<file path="src/rtl/mem_wb_skid_stage.sv">
// MEM->WB stage register with valid/ready handshake and a 2-entry skid buffer.
// Optional occupancy statistics are enabled with `define MEM_WB_STAGE_STATS_EN.
module mem_wb_skid_stage #(
  parameter int unsigned CTRL_W = 2,
  parameter int unsigned DATA_W = 32,
  parameter int unsigned REG_W  = 5
) (
  input  logic              clk,
  input  logic              reset,
  input  logic              flush,
  input  logic              in_valid,
  output logic              in_ready,
  input  logic [CTRL_W-1:0] ctrl_M,
  input  logic [DATA_W-1:0] mem_data_M,
  input  logic [DATA_W-1:0] alu_out_M,
  input  logic [REG_W-1:0]  write_reg_M,
  output logic              out_valid,
  input  logic              out_ready,
  output logic [CTRL_W-1:0] ctrl_W,
  output logic [DATA_W-1:0] mem_data_W,
  output logic [DATA_W-1:0] alu_out_W,
  output logic [REG_W-1:0]  write_reg_W,
  output logic [31:0]       stall_cnt,
  output logic [31:0]       bubble_cnt
);

  typedef enum logic [1:0] {
    EMPTY = 2'd0,
    ONE   = 2'd1,
    FULL  = 2'd2
  } state_t;

  state_t state;
  state_t stateNext;

  logic accept;
  logic consume;
  logic loadMain;
  logic loadSkid;
  logic mainFromSkid;

  logic [CTRL_W-1:0] mainCtrl;
  logic [DATA_W-1:0] mainMem;
  logic [DATA_W-1:0] mainAlu;
  logic [REG_W-1:0]  mainReg;

  logic [CTRL_W-1:0] skidCtrl;
  logic [DATA_W-1:0] skidMem;
  logic [DATA_W-1:0] skidAlu;
  logic [REG_W-1:0]  skidReg;

  // Handshake flags come straight from the state register, so in_ready
  // never combinationally depends on out_ready.
  assign in_ready  = (state != FULL);
  assign out_valid = (state != EMPTY);

  always_ff @(posedge clk or posedge reset) begin
    if (reset) begin
      state <= EMPTY;
    end else begin
      state <= stateNext;
    end
  end

  always_comb begin
    stateNext    = state;
    loadMain     = 1'b0;
    loadSkid     = 1'b0;
    mainFromSkid = 1'b0;
    accept       = in_valid & in_ready;
    consume      = out_valid & out_ready;

    case (state)
      EMPTY: begin
        if (accept) begin
          loadMain  = 1'b1;
          stateNext = ONE;
        end
      end
      ONE: begin
        if (accept && consume) begin
          loadMain = 1'b1;
        end else if (accept) begin
          loadSkid  = 1'b1;
          stateNext = FULL;
        end else if (consume) begin
          stateNext = EMPTY;
        end
      end
      FULL: begin
        if (consume) begin
          mainFromSkid = 1'b1;
          stateNext    = ONE;
        end
      end
      default: begin
        stateNext = EMPTY;
      end
    endcase

    // Flush overrides every transfer; data regs keep stale contents.
    if (flush) begin
      stateNext    = EMPTY;
      loadMain     = 1'b0;
      loadSkid     = 1'b0;
      mainFromSkid = 1'b0;
    end
  end

  always_ff @(posedge clk or posedge reset) begin
    if (reset) begin
      mainCtrl <= '0;
      mainMem  <= '0;
      mainAlu  <= '0;
      mainReg  <= '0;
    end else if (loadMain) begin
      mainCtrl <= ctrl_M;
      mainMem  <= mem_data_M;
      mainAlu  <= alu_out_M;
      mainReg  <= write_reg_M;
    end else if (mainFromSkid) begin
      mainCtrl <= skidCtrl;
      mainMem  <= skidMem;
      mainAlu  <= skidAlu;
      mainReg  <= skidReg;
    end
  end

  always_ff @(posedge clk or posedge reset) begin
    if (reset) begin
      skidCtrl <= '0;
      skidMem  <= '0;
      skidAlu  <= '0;
      skidReg  <= '0;
    end else if (loadSkid) begin
      skidCtrl <= ctrl_M;
      skidMem  <= mem_data_M;
      skidAlu  <= alu_out_M;
      skidReg  <= write_reg_M;
    end
  end

  assign ctrl_W      = out_valid ? mainCtrl : '0;
  assign mem_data_W  = mainMem;
  assign alu_out_W   = mainAlu;
  assign write_reg_W = mainReg;

`ifdef MEM_WB_STAGE_STATS_EN
  logic [31:0] stallCntQ;
  logic [31:0] bubbleCntQ;

  // Saturating counters; flush deliberately leaves them untouched.
  always_ff @(posedge clk or posedge reset) begin
    if (reset) begin
      stallCntQ  <= '0;
      bubbleCntQ <= '0;
    end else begin
      if (out_valid && !out_ready && (stallCntQ != '1)) begin
        stallCntQ <= stallCntQ + 32'd1;
      end
      if (!out_valid && (bubbleCntQ != '1)) begin
        bubbleCntQ <= bubbleCntQ + 32'd1;
      end
    end
  end

  assign stall_cnt  = stallCntQ;
  assign bubble_cnt = bubbleCntQ;
`else
  assign stall_cnt  = 32'd0;
  assign bubble_cnt = 32'd0;
`endif

endmodule
</file>
<file path="config.mk">
export PLATFORM = sky130hd
export DESIGN_NAME = mem_wb_skid_stage
export DESIGN_NICKNAME = d
export VERILOG_FILES = /design/src/rtl/mem_wb_skid_stage.sv
export SDC_FILE = /design/constraint.sdc
export NUM_CORES = 1
export LEC_CHECK = 0
export CORE_MARGIN = 3
export CORE_UTILIZATION = 24
export DETAILED_ROUTE_END_ITERATION = 12
export SLEW_MARGIN = 15
export SYNTH_ARGS = -nofsm -noshare
export SYNTH_HDL_FRONTEND = slang
export SYNTH_SLANG_ARGS = --single-unit
</file>
<file path="constraint.sdc">
create_clock -name clk -period 5.7 [get_ports clk]
set_clock_uncertainty 0.15 [all_clocks]
set_input_delay 1.14 -clock clk [delete_from_list [all_inputs] [get_ports clk]]
set_output_delay 1.14 -clock clk [all_outputs]
set_load 0.01 [all_outputs]
</file>
* Word-level counts from Yosys, hierarchy flattened
Cells that the tools add are included.
Cells by class: equal/unequal tests 7, reductions and logical operators 5, bitwise gates (word level) 2, order comparisons 0, add/sub/neg operators 0, multipliers 0, multiplexer cells 26, divide/modulo/power cells 0, shift operators 0
Operators by type and width (count):
- 2-to-1 mux 32 bit | 4
- 2-to-1 mux 2 bit | 9
- 2-to-1 mux 5 bit | 2
- 2-to-1 mux 1 bit | 9
- inequality test 3 bit, second input constant | 3
- one-hot mux 2 bit (3 select lines) | 1
- inequality test 4 bit, second input constant | 1
- AND reduction 4 bit | 1
- nonzero test 2 bit | 2
- bitwise AND 1 bit | 2
- equality test 2 x 1 -> 1 bit, second input constant | 1
- equality test 2 bit, second input constant | 1
- logical NOT 2 bit | 1
- inequality test 2 bit, second input constant | 1
- one-hot mux 1 bit (2 select lines) | 1
- logical AND 1 bit | 1
Word-level totals: output and inout port bits 137, memories kept 0, latch bits 0, ROM bits 0, RAM bits 0, register bits 144, input port bits 76, logic and storage cells 49

* Depth between registers and ports, before layout
Gate-level depths: netlist of the first run.
depth after elaboration 7, mapped depth 5, depth with buffers taken out 3

* Worst setup path before layout of the first run
No wires, ideal clock.
kind input port to flip-flop, start point in out_ready, end point reg mainCtrl[1], buffers on the path 2, setup time 0.126 ns, setup slack 3.351 ns, stages on the path 5, arrival 2.073 ns, required time 5.424 ns, cells stage by stage nand2b_1 and2_1 clkbuf_2 buf_2 a221o_1
Between the ends: cells in the longest elaborated chain, start to end 6, elaborated cells on any way between the ends 10, those cells by class mux: 7; bitwise: 1; reduce/logical: 2
RTL lines:
- from (decl) | RTL line 18 | input logic out_ready,
- bitwise AND 1 bit (*) | RTL line 71 | consume = out_valid & out_ready;
- logical AND 1 bit | RTL line 81 | if (accept && consume) begin
- 2-to-1 mux 1 bit | RTL line 81
- one-hot mux 1 bit (2 select lines) | RTL line 73 | case (state)
- 2-to-1 mux 1 bit | RTL line 102 | if (flush) begin
- 2-to-1 mux 2 bit / nonzero test 2 bit (equally long branches)
- to (signal assigned) | RTL line 117 | mainCtrl <= ctrl_M;
- to (signal assigned) | RTL line 122 | mainCtrl <= skidCtrl;
- to (decl) | RTL line 42 | logic [CTRL_W-1:0] mainCtrl;
Mark *: on every way between the ends. The rest lies on a longest branch, timed or not. A chain may end at the register's enable or synchronous reset.

* Worst setup path after layout of the first run
start point in flush, end point reg mainAlu[12], in the netlist alu_out_W[12]
Between the ends: cells in the longest elaborated chain, start to end 2, elaborated cells on any way between the ends 4, those cells by class mux: 3; reduce/logical: 1
RTL lines:
- from (decl) | RTL line 10 | input logic flush,
- 2-to-1 mux 1 bit | RTL line 102
- 2-to-1 mux 32 bit / nonzero test 2 bit (equally long branches)
- to (signal assigned) | RTL line 119 | mainAlu <= alu_out_M;
- to (signal assigned) | RTL line 124 | mainAlu <= skidAlu;
- to (decl) | RTL line 44 | logic [DATA_W-1:0] mainAlu;
Parallel ways exist; a longest one is shown, timed or not.

==> metrics.txt, run 1 <==
status=complete, no violations; Non-Filler Instances=959; worst reg2reg path depth=4; CTS max path bufs=2; Slew @ Worst Pin=1.08 ns; initial antenna violation count=0; I/O pins=213; DRC=0; diodes inserted=0; Filler cells=2603; # Max-Cap Violations=0; PD cells=371 nW/µm²; placed insts=927; clk root buf=clkbuf_16; fmax=294 MHz; RSZ-0062 raised after global routing=no; dpl ws=1.83 ns; Total Routing Usage GR=0.103; Initial DRT Pass Iterations=4; row cnt=59; Buffers on Ports=148; Worst EP arrival=3.60 ns; final setup fails=0; Worst IR Drop VDD=0.191 mV; Post-CTS Setup Bufs=0; vias in the first global route=4092; clk slew on worst S/H paths=0.06 ns; vias post-DR=4095; dominant cell type by area after synthesis=dfrtp_1; Syn Area/Cell=13.6 µm²; Mapped Area=6420 µm²; synth cell count leaders=dfrtp_1 (144), and2_1 (74), a221o_1 (71), mux2_2 (71), buf_4 (65); DR WL/cell=15.5 µm; total CTS buffers=17; Core Region=26200 µm²; worst setup path class=input port to register; top cell type's share of synthesized area=0.561; TNS Setup=0 ns; CP startpoint kind=input port; Mapped Cells=471; DRT antenna net count=0; most used flip-flop cell after synthesis=dfrtp_1; Initial Util=0.245; type of the most critical hold path=register to register; Final period util=0.597; Tmin final=3.40 ns; Num Clock Sinks=144; leakage=3.70 nW; Routed Wire Length=14900 µm; first-pass GRT wire length=23100 µm; setup ws final=2.30 ns; fraction of layout cells with a size suffix above 1=0.183; post-layout util=0.325; CP required=5.90 ns; vias per cell=4.27; Die Area=28800 µm²; global placement routability congestion=0.692; number of DRC violations after detailed-routing iteration 0=216; Ys Warns=0; hold_buf cts=0; Slew Limit Headroom=0.280; Die H=170 µm; TritonCTS clock tree=built; CP max FO=42; Multi-input gate area=2360 µm²; asr flop ratio synth=1.00; PostCTS Resize Cnt=0; register area share after synthesis=0.561; fin. max-slew vios=0; Die Wd=170 µm; CP Capture Type=register; htree depth=4; pin count of the biggest net entering global routing=78; Synth area leaders=dfrtp_1 (56%), mux2_2 (12%), a221o_1 (11%), buf_4 (7.6%), and2_1 (7.2%); Hold Crit Depth=1; grt ovf=0; Post-synth EDFFs=0; synthesis-to-layout area growth=32.5%; Skew-Pair Late Insertion Delay=0.41 ns; register area=3600 µm²; synthesis-stage register bit count=144; detailed placement HPWL=9400 µm; WHS=0.344 ns; count leader, synth=dfrtp_1; Final Hold Viols=0; fin nets=687; Netlist cell types=24
[placed cells by master, fill, tap and decap left out, types with 2 or more instances in the layout]
cell,n
clkbuf_16,17
buf_4,3
clkinv_4,3
dfrtp_1,144
a221o_1,71
mux2_2,71
clkinvlp_4,4
and2_1,73
or2_2,2
bufinv_16,2
and2b_1,2
inv_6,5
clkdlybuf4s50_1,148
conb_1,64
[per-stage QoR]
step | power (mW) | cell area [µm²]
2_1_floorplan | 1.76 | 6660
4_1_cts | 3.22 | 8510
6_report | 3.16 | 8510
3_5_place_dp | 2.06 | 7920
5_1_grt | 3.33 | 8510
3_3_place_gp | 2.04 | 7920
[cell type report]
type	count	area share
timing repair buffer	152	0.179
sequential	144	0.423
inverter	1	0.00103
tap	335	0.0492
clock inverter	13	0.0178
clock buffer	19	0.0520
multi-input combinational	295	0.278
[critical path, stage by stage]
cell,delay (ns)
clkdlybuf4s50_1,0.54
nor3b_4,0.35
and2_2,0.83
buf_4,0.50
a221o_1,0.22
[state kept, by name (all words and copies together) (netlist names)]
name         cells
mainCtrl         2
skidAlu         32
skidMem         32
write_reg_W      5
skidCtrl         2
state            2
skidReg          5
mem_data_W      32
alu_out_W       32
[worst paths after layout]
kind                                        startpoint  slack, ns                    endpoint
worst max-delay path                             flush       2.30   alu_out_W[12]$_DFFE_PP0P_
min in group asynchronous                        reset       1.02      skidAlu[9]$_DFFE_PP0P_
worst max register to register    state[1]$_DFFE_PP0P_       3.12   alu_out_W[12]$_DFFE_PP0P_
worst min-delay path            skidAlu[1]$_DFFE_PP0P_       0.34      skidAlu[1]$_DFFE_PP0P_
worst min register to register  skidAlu[1]$_DFFE_PP0P_       0.34      skidAlu[1]$_DFFE_PP0P_
max in group asynchronous                        reset       3.49  mem_data_W[18]$_DFFE_PP0P_
[layer usage]
metal,part of all wire,up-vias,track usage
met5,0,-,0
met2,0.47,155,0.162
met1,0.46,2068,0.135
met3,0.064,8,0.0373
met4,0.0084,0,0.0284
li1,-,1864,-
[kinds of logic (layout without fill, tap and decap cells)]
family | count (synthesis) | count (layout) | synth area share
compound gates | 75 | 75 | 0.116
buf+inv | 95 | 185 | 0.111
other cells | 1 | 64 | 0.000584
mux | 72 | 72 | 0.126
simple gates | 84 | 84 | 0.0845
flops | 144 | 144 | 0.561
[where the power goes]
group	leakage, nW	total (mW)	internal [mW]	switching, mW
clock network	0.277	1.13	0.664	0.461
logic	1.65	0.634	0.397	0.237
registers	1.77	1.40	1.27	0.123
Power figures use the tool's default switching activity.
==> run 2: changes to the inputs <==
==> constraint.sdc (replaced) <==
create_clock -name clk -period 3.35 [get_ports clk]
set_clock_uncertainty 0.15 [all_clocks]
set_input_delay 0.67 -clock clk [delete_from_list [all_inputs] [get_ports clk]]
set_output_delay 0.67 -clock clk [all_outputs]
set_load 0.01 [all_outputs]
==> metrics.txt, run 2 (same netlist as run 1, synthesis figures left out) <==
dpl ws=0.213 ns (-1.62 ns); Initial Util=0.245 (unchanged); leakage=3.78 nW (+2.1%); PD cells=640 nW/µm² (+72%); Die Area=28800 µm² (unchanged); worst setup path class=register to output port; WHS=0.343 ns (-0.00138 ns); Final period util=0.815; Final Hold Viols=0 (unchanged); final setup fails=0 (unchanged); setup ws final=0.619 ns (-1.68 ns); grt ovf=0 (unchanged); RSZ-0062 raised after global routing=no; GR Layer Usage met2=0.151 (-0.0115); total CTS buffers=17 (unchanged); CP Capture Type=output port; Total Routing Usage GR=0.102 (-0.00165); # Max-Cap Violations=0 (unchanged); Die H=170 µm (unchanged); R2R setup slack=1.32 ns (-1.80 ns); CP startpoint kind=register; initial antenna violation count=0 (unchanged); Skew-Pair Late Insertion Delay=0.40 ns (about the same); fin nets=692 (+0.73%); row cnt=59 (unchanged); Num Clock Sinks=144 (unchanged); global placement routability congestion=0.672 (-2.9%); PostCTS Resize Cnt=0 (unchanged); detailed placement HPWL=9250 µm (-1.7%); Buffers on Ports=148 (unchanged); TNS Setup=0 ns (unchanged); Post-CTS Setup Bufs=0 (unchanged); Worst IR Drop VDD=0.210 mV (+10%); Tmin final=2.73 ns; status=complete, no violations; type of the most critical hold path=register to register; Slew Limit Headroom=0.567 (+0.287); DR WL/cell=15.0 µm (-3.7%); vias in the first global route=4158 (+1.6%); DRT antenna net count=0 (unchanged); first-pass GRT wire length=23100 µm (-0.12%); commonest non-fill, non-tap cells in the layout=clkdlybuf4s50_1 (148), dfrtp_1 (144), and2_1 (73); TritonCTS clock tree=built; htree depth=4 (unchanged); routing usage on met1=0.137 (+0.00173); Non-Filler Instances=962 (+0.31%); Core Region=26200 µm² (unchanged); placed insts=931 (+0.43%); grt peak-use layer=met2; CP required=2.53 ns (-3.37 ns); hold_buf cts=0 (unchanged); clk root buf=clkbuf_16; Initial DRT Pass Iterations=4 (unchanged); DRC=0 (unchanged); clk slew on worst S/H paths=0.06 ns (about the same); Die Wd=170 µm (unchanged); diodes inserted=0 (unchanged); Slew @ Worst Pin=0.650 ns (-0.430 ns); post-layout util=0.330 (+0.00539); number of DRC violations after detailed-routing iteration 0=221 (+2.3%); vias per cell=4.21 (-1.4%); Worst EP arrival=1.91 ns (-1.69 ns); Global Route met3 Usage=0.0426 (+0.00536); fin. max-slew vios=0 (unchanged); CTS max path bufs=2 (unchanged); synthesis-to-layout area growth=34.7%; Routed Wire Length=14400 µm (-3.4%); I/O pins=213 (unchanged); pin count of the biggest net entering global routing=85 (+9.0%); most common cell after layout, fill and taps aside=clkdlybuf4s50_1; fmax=366 MHz; vias post-DR=4052 (-1.1%); CP max FO=7 (-83%); fraction of layout cells with a size suffix above 1=0.187 (+0.00391)
==> run 2: layer usage <==
layer	wire (µm)	vias to the layer above
met2	6430	149
met3	1140	9
met4	121	0
met5	0	-
met1	6710	2019
li1	-	1875
==> run 2: worst max-delay path: stages (launching register included) <==
cell	delay (ns)
dfrtp_1	0.47
or2_2	0.38
and2_1	0.17
clkdlybuf4s50_1	0.49
==> run 2: area by class of cell <==
class	count	area (µm²)
well taps	335	419
inverters	1	7.51
fillers	2611	17600
multi-input cells	295	2360
clock inverters	10	185
flip-flops and latches	144	3600
repair buffers	157	1620
clock buffers	20	457
==> run 2: per-stage QoR <==
| step | power [mW] | cell area [µm²] |
|---|---|---|
| 2_1_floorplan | 3.00 | 6660 |
| 4_1_cts | 5.63 | 8630 |
| 3_5_place_dp | 3.50 | 7980 |
| 5_1_grt | 5.84 | 8650 |
| 3_3_place_gp | 3.47 | 7980 |
| 6_report | 5.53 | 8650 |
==> run 2: power by group <==
part	switching (mW)	internal (mW)
combinational	0.403	0.687
sequential	0.202	2.17
clock	0.720	1.35
total	1.33	4.21
==> run 2: worst paths after layout <==
check                                            start  cells after the start                          to
max in group asynchronous                        reset                      3   alu_out_W[30]$_DFFE_PP0P_
min in group asynchronous                        reset                      3     skidMem[30]$_DFFE_PP0P_
worst min register to register  skidAlu[3]$_DFFE_PP0P_                      1      skidAlu[3]$_DFFE_PP0P_
worst max register to register    state[0]$_DFFE_PP0P_                      4  write_reg_W[2]$_DFFE_PP0P_
worst min-delay path            skidAlu[3]$_DFFE_PP0P_                      1      skidAlu[3]$_DFFE_PP0P_
worst max-delay path              state[0]$_DFFE_PP0P_                      3                   ctrl_W[1]
==> run 3: changes to the inputs <==
==> constraint.sdc (replaced) <==
create_clock -name clk -period 2.7 [get_ports clk]
set_clock_uncertainty 0.15 [all_clocks]
set_input_delay 0.54 -clock clk [delete_from_list [all_inputs] [get_ports clk]]
set_output_delay 0.54 -clock clk [all_outputs]
set_load 0.01 [all_outputs]
==> metrics.txt, run 3 (same netlist as run 1, synthesis figures left out) <==
Slew Limit Headroom=0.527 (-0.0397); Routed Wire Length=14900 µm (+3.4%); Final period util=0.967; DRT antenna net count=0 (unchanged); Worst IR Drop VDD=0.311 mV (+48%); worst reg2reg path depth=4 (unchanged); Internal Power=4.91 mW (+17%); worst setup path class=register to output port; total CTS buffers=17 (unchanged); RR Startpoint=state[1]$_DFFE_PP0P_; switch share=0.250 (+0.0104); leakage=3.73 nW (-1.2%); Worst EP arrival=1.92 ns (about the same); PD cells=765 nW/µm² (+20%); HP Start=skidAlu[5]$_DFFE_PP0P_; vias in the first global route=4267 (+2.6%); CP required=2.01 ns (-0.52 ns); Core Region=26200 µm² (unchanged); critical path cell sequence=or2_2 -> and2_1 -> clkdlybuf4s50_1; vias post-DR=4142 (+2.2%); Slew @ Worst Pin=0.710 ns (+0.0595 ns); fin nets=692 (unchanged); Initial DRT Pass Iterations=4 (unchanged); hold_buf cts=0 (unchanged); CP max FO=7 (unchanged); fin. max-slew vios=0 (unchanged); Skew-Pair Late Insertion Delay=0.41 ns (about the same); I/O pins=213 (unchanged); Die Wd=170 µm (unchanged); Initial Util=0.245 (unchanged); TritonCTS clock tree=built; initial antenna violation count=1 (+1); global placement routability congestion=0.676 (+0.58%); Comb pwr share=0.206 (+0.009); Tmin final=2.61 ns; RSZ-0062 raised after global routing=no; Critical Path Max Stage Delay=0.47 ns (-0.02 ns); Die H=170 µm (unchanged); diodes inserted=0 (unchanged); DRT met1 WL=6920 µm (+3.1%); Num Clock Sinks=144 (unchanged); clk root buf=clkbuf_16; vias per cell=4.31 (+2.3%); Met3 Wirelength=1170 µm (+2.2%); CP Capture Type=output port; Critical Path Slowest Stage Cell=clkdlybuf4s50_1; CP startpoint kind=register; total power=6.55 mW (+18%); detailed placement HPWL=9500 µm (+2.8%); CTS max path bufs=2 (unchanged); # Max-Cap Violations=0 (unchanged); fraction of layout cells with a size suffix above 1=0.184 (-0.00290); PostCTS Resize Cnt=0 (unchanged); commonest non-fill, non-tap cells in the layout=clkdlybuf4s50_1 (148), dfrtp_1 (144), and2_1 (73); Total Routing Usage GR=0.105 (+0.00370); grt ovf=0 (unchanged); fmax=383 MHz; length of routed met2 wiring=6660 µm (+3.5%); TNS Setup=0 ns (unchanged); htree depth=4 (unchanged); share of power burned in registers=0.450 (+0.022); Buffers on Ports=148 (unchanged); most common cell after layout, fill and taps aside=clkdlybuf4s50_1; synthesis-to-layout area growth=33.3%; first-pass GRT wire length=23900 µm (+3.2%); Hold Crit Depth=1 (unchanged); clk slew on worst S/H paths=0.06 ns (about the same); status=complete, no violations; pin count of the biggest net entering global routing=104 (+22%); Sw Pwr=1.64 mW (+23%); number of DRC violations after detailed-routing iteration 0=203 (-8.1%); DRC=0 (unchanged); Top Metal Used=met4; row cnt=59 (unchanged); Final Hold Viols=0 (unchanged); Clock power frac=0.344 (-0.031); Die Area=28800 µm² (unchanged); Post-CTS Setup Bufs=0 (unchanged); crit path from=state[0]$_DFFE_PP0P_; final setup fails=0 (unchanged); DR WL/cell=15.5 µm (+3.5%); type of the most critical hold path=register to register
[run 3: cell count changes in the layout (fill, tap and decap cells not counted), sizes merged]
cell      before  now
clkbuf        20   24
clkinv         4    2
bufinv         5    1
clkinvlp       2    3
[run 3: final timing paths]
path | endpoint | slack [ns]
setup / recovery | ctrl_W[1] | 0.09
hold / removal | skidAlu[5]$_DFFE_PP0P_ | 0.34
setup reg to reg | alu_out_W[0]$_DFFE_PP0P_ | 0.77
hold reg to reg | skidAlu[5]$_DFFE_PP0P_ | 0.34
max in group asynchronous | write_reg_W[1]$_DFFE_PP0P_ | 1.36
min in group asynchronous | mem_data_W[22]$_DFFE_PP0P_ | 0.41
[run 3: cell type report]
| type | count | area, µm² |
|---|---|---|
| fill | 2613 | 17600 |
| sequential | 144 | 3600 |
| multi-input combinational | 295 | 2360 |
| timing repair buffer | 157 | 1610 |
| clock buffer | 24 | 502 |
| tap | 335 | 419 |
| clock inverter | 5 | 55.1 |
| inverter | 1 | 7.51 |
[run 3: metrics by stage]
stage | worst slack, ns | instance area [µm²] | utilization | cells | hold slack [ns]
after floorplan | 0.205 | 6660 | - | 534 | 0.320
after global placement | 0.145 | 8000 | 0.305 | 932 | 0.327
after detailed placement | 0.117 | 8000 | 0.305 | 932 | 0.334
after CTS | 0.0371 | 8560 | 0.327 | 961 | 0.348
after global routing | 0.000739 | 8560 | 0.327 | 961 | 0.357
final | 0.0880 | 8560 | 0.327 | 961 | 0.343
[run 3: metal layers]
metal / track usage / vias to the layer above
met5: 0 / -
met4: 0.0309 / 0
met3: 0.0412 / 14
met2: 0.154 / 149
met1: 0.144 / 2108
li1: - / 1871
[run 3: critical path: cells and delay by family (launching register included)]
family | cells | cell delay, ns
DFF | 1 | 0.46
and+or+nand+nor | 2 | 0.59
buffers and inverters | 1 | 0.47
[run 3: power by group through the flow]
stage	Sequential [mW]	Combinational [mW]	Clock, mW
global placement	2.97	1.34	0
finish	2.95	1.35	2.25
CTS	2.95	1.37	2.34
floorplan	3.01	0.713	0
detailed placement	2.98	1.38	0
global route	3.02	1.47	2.45
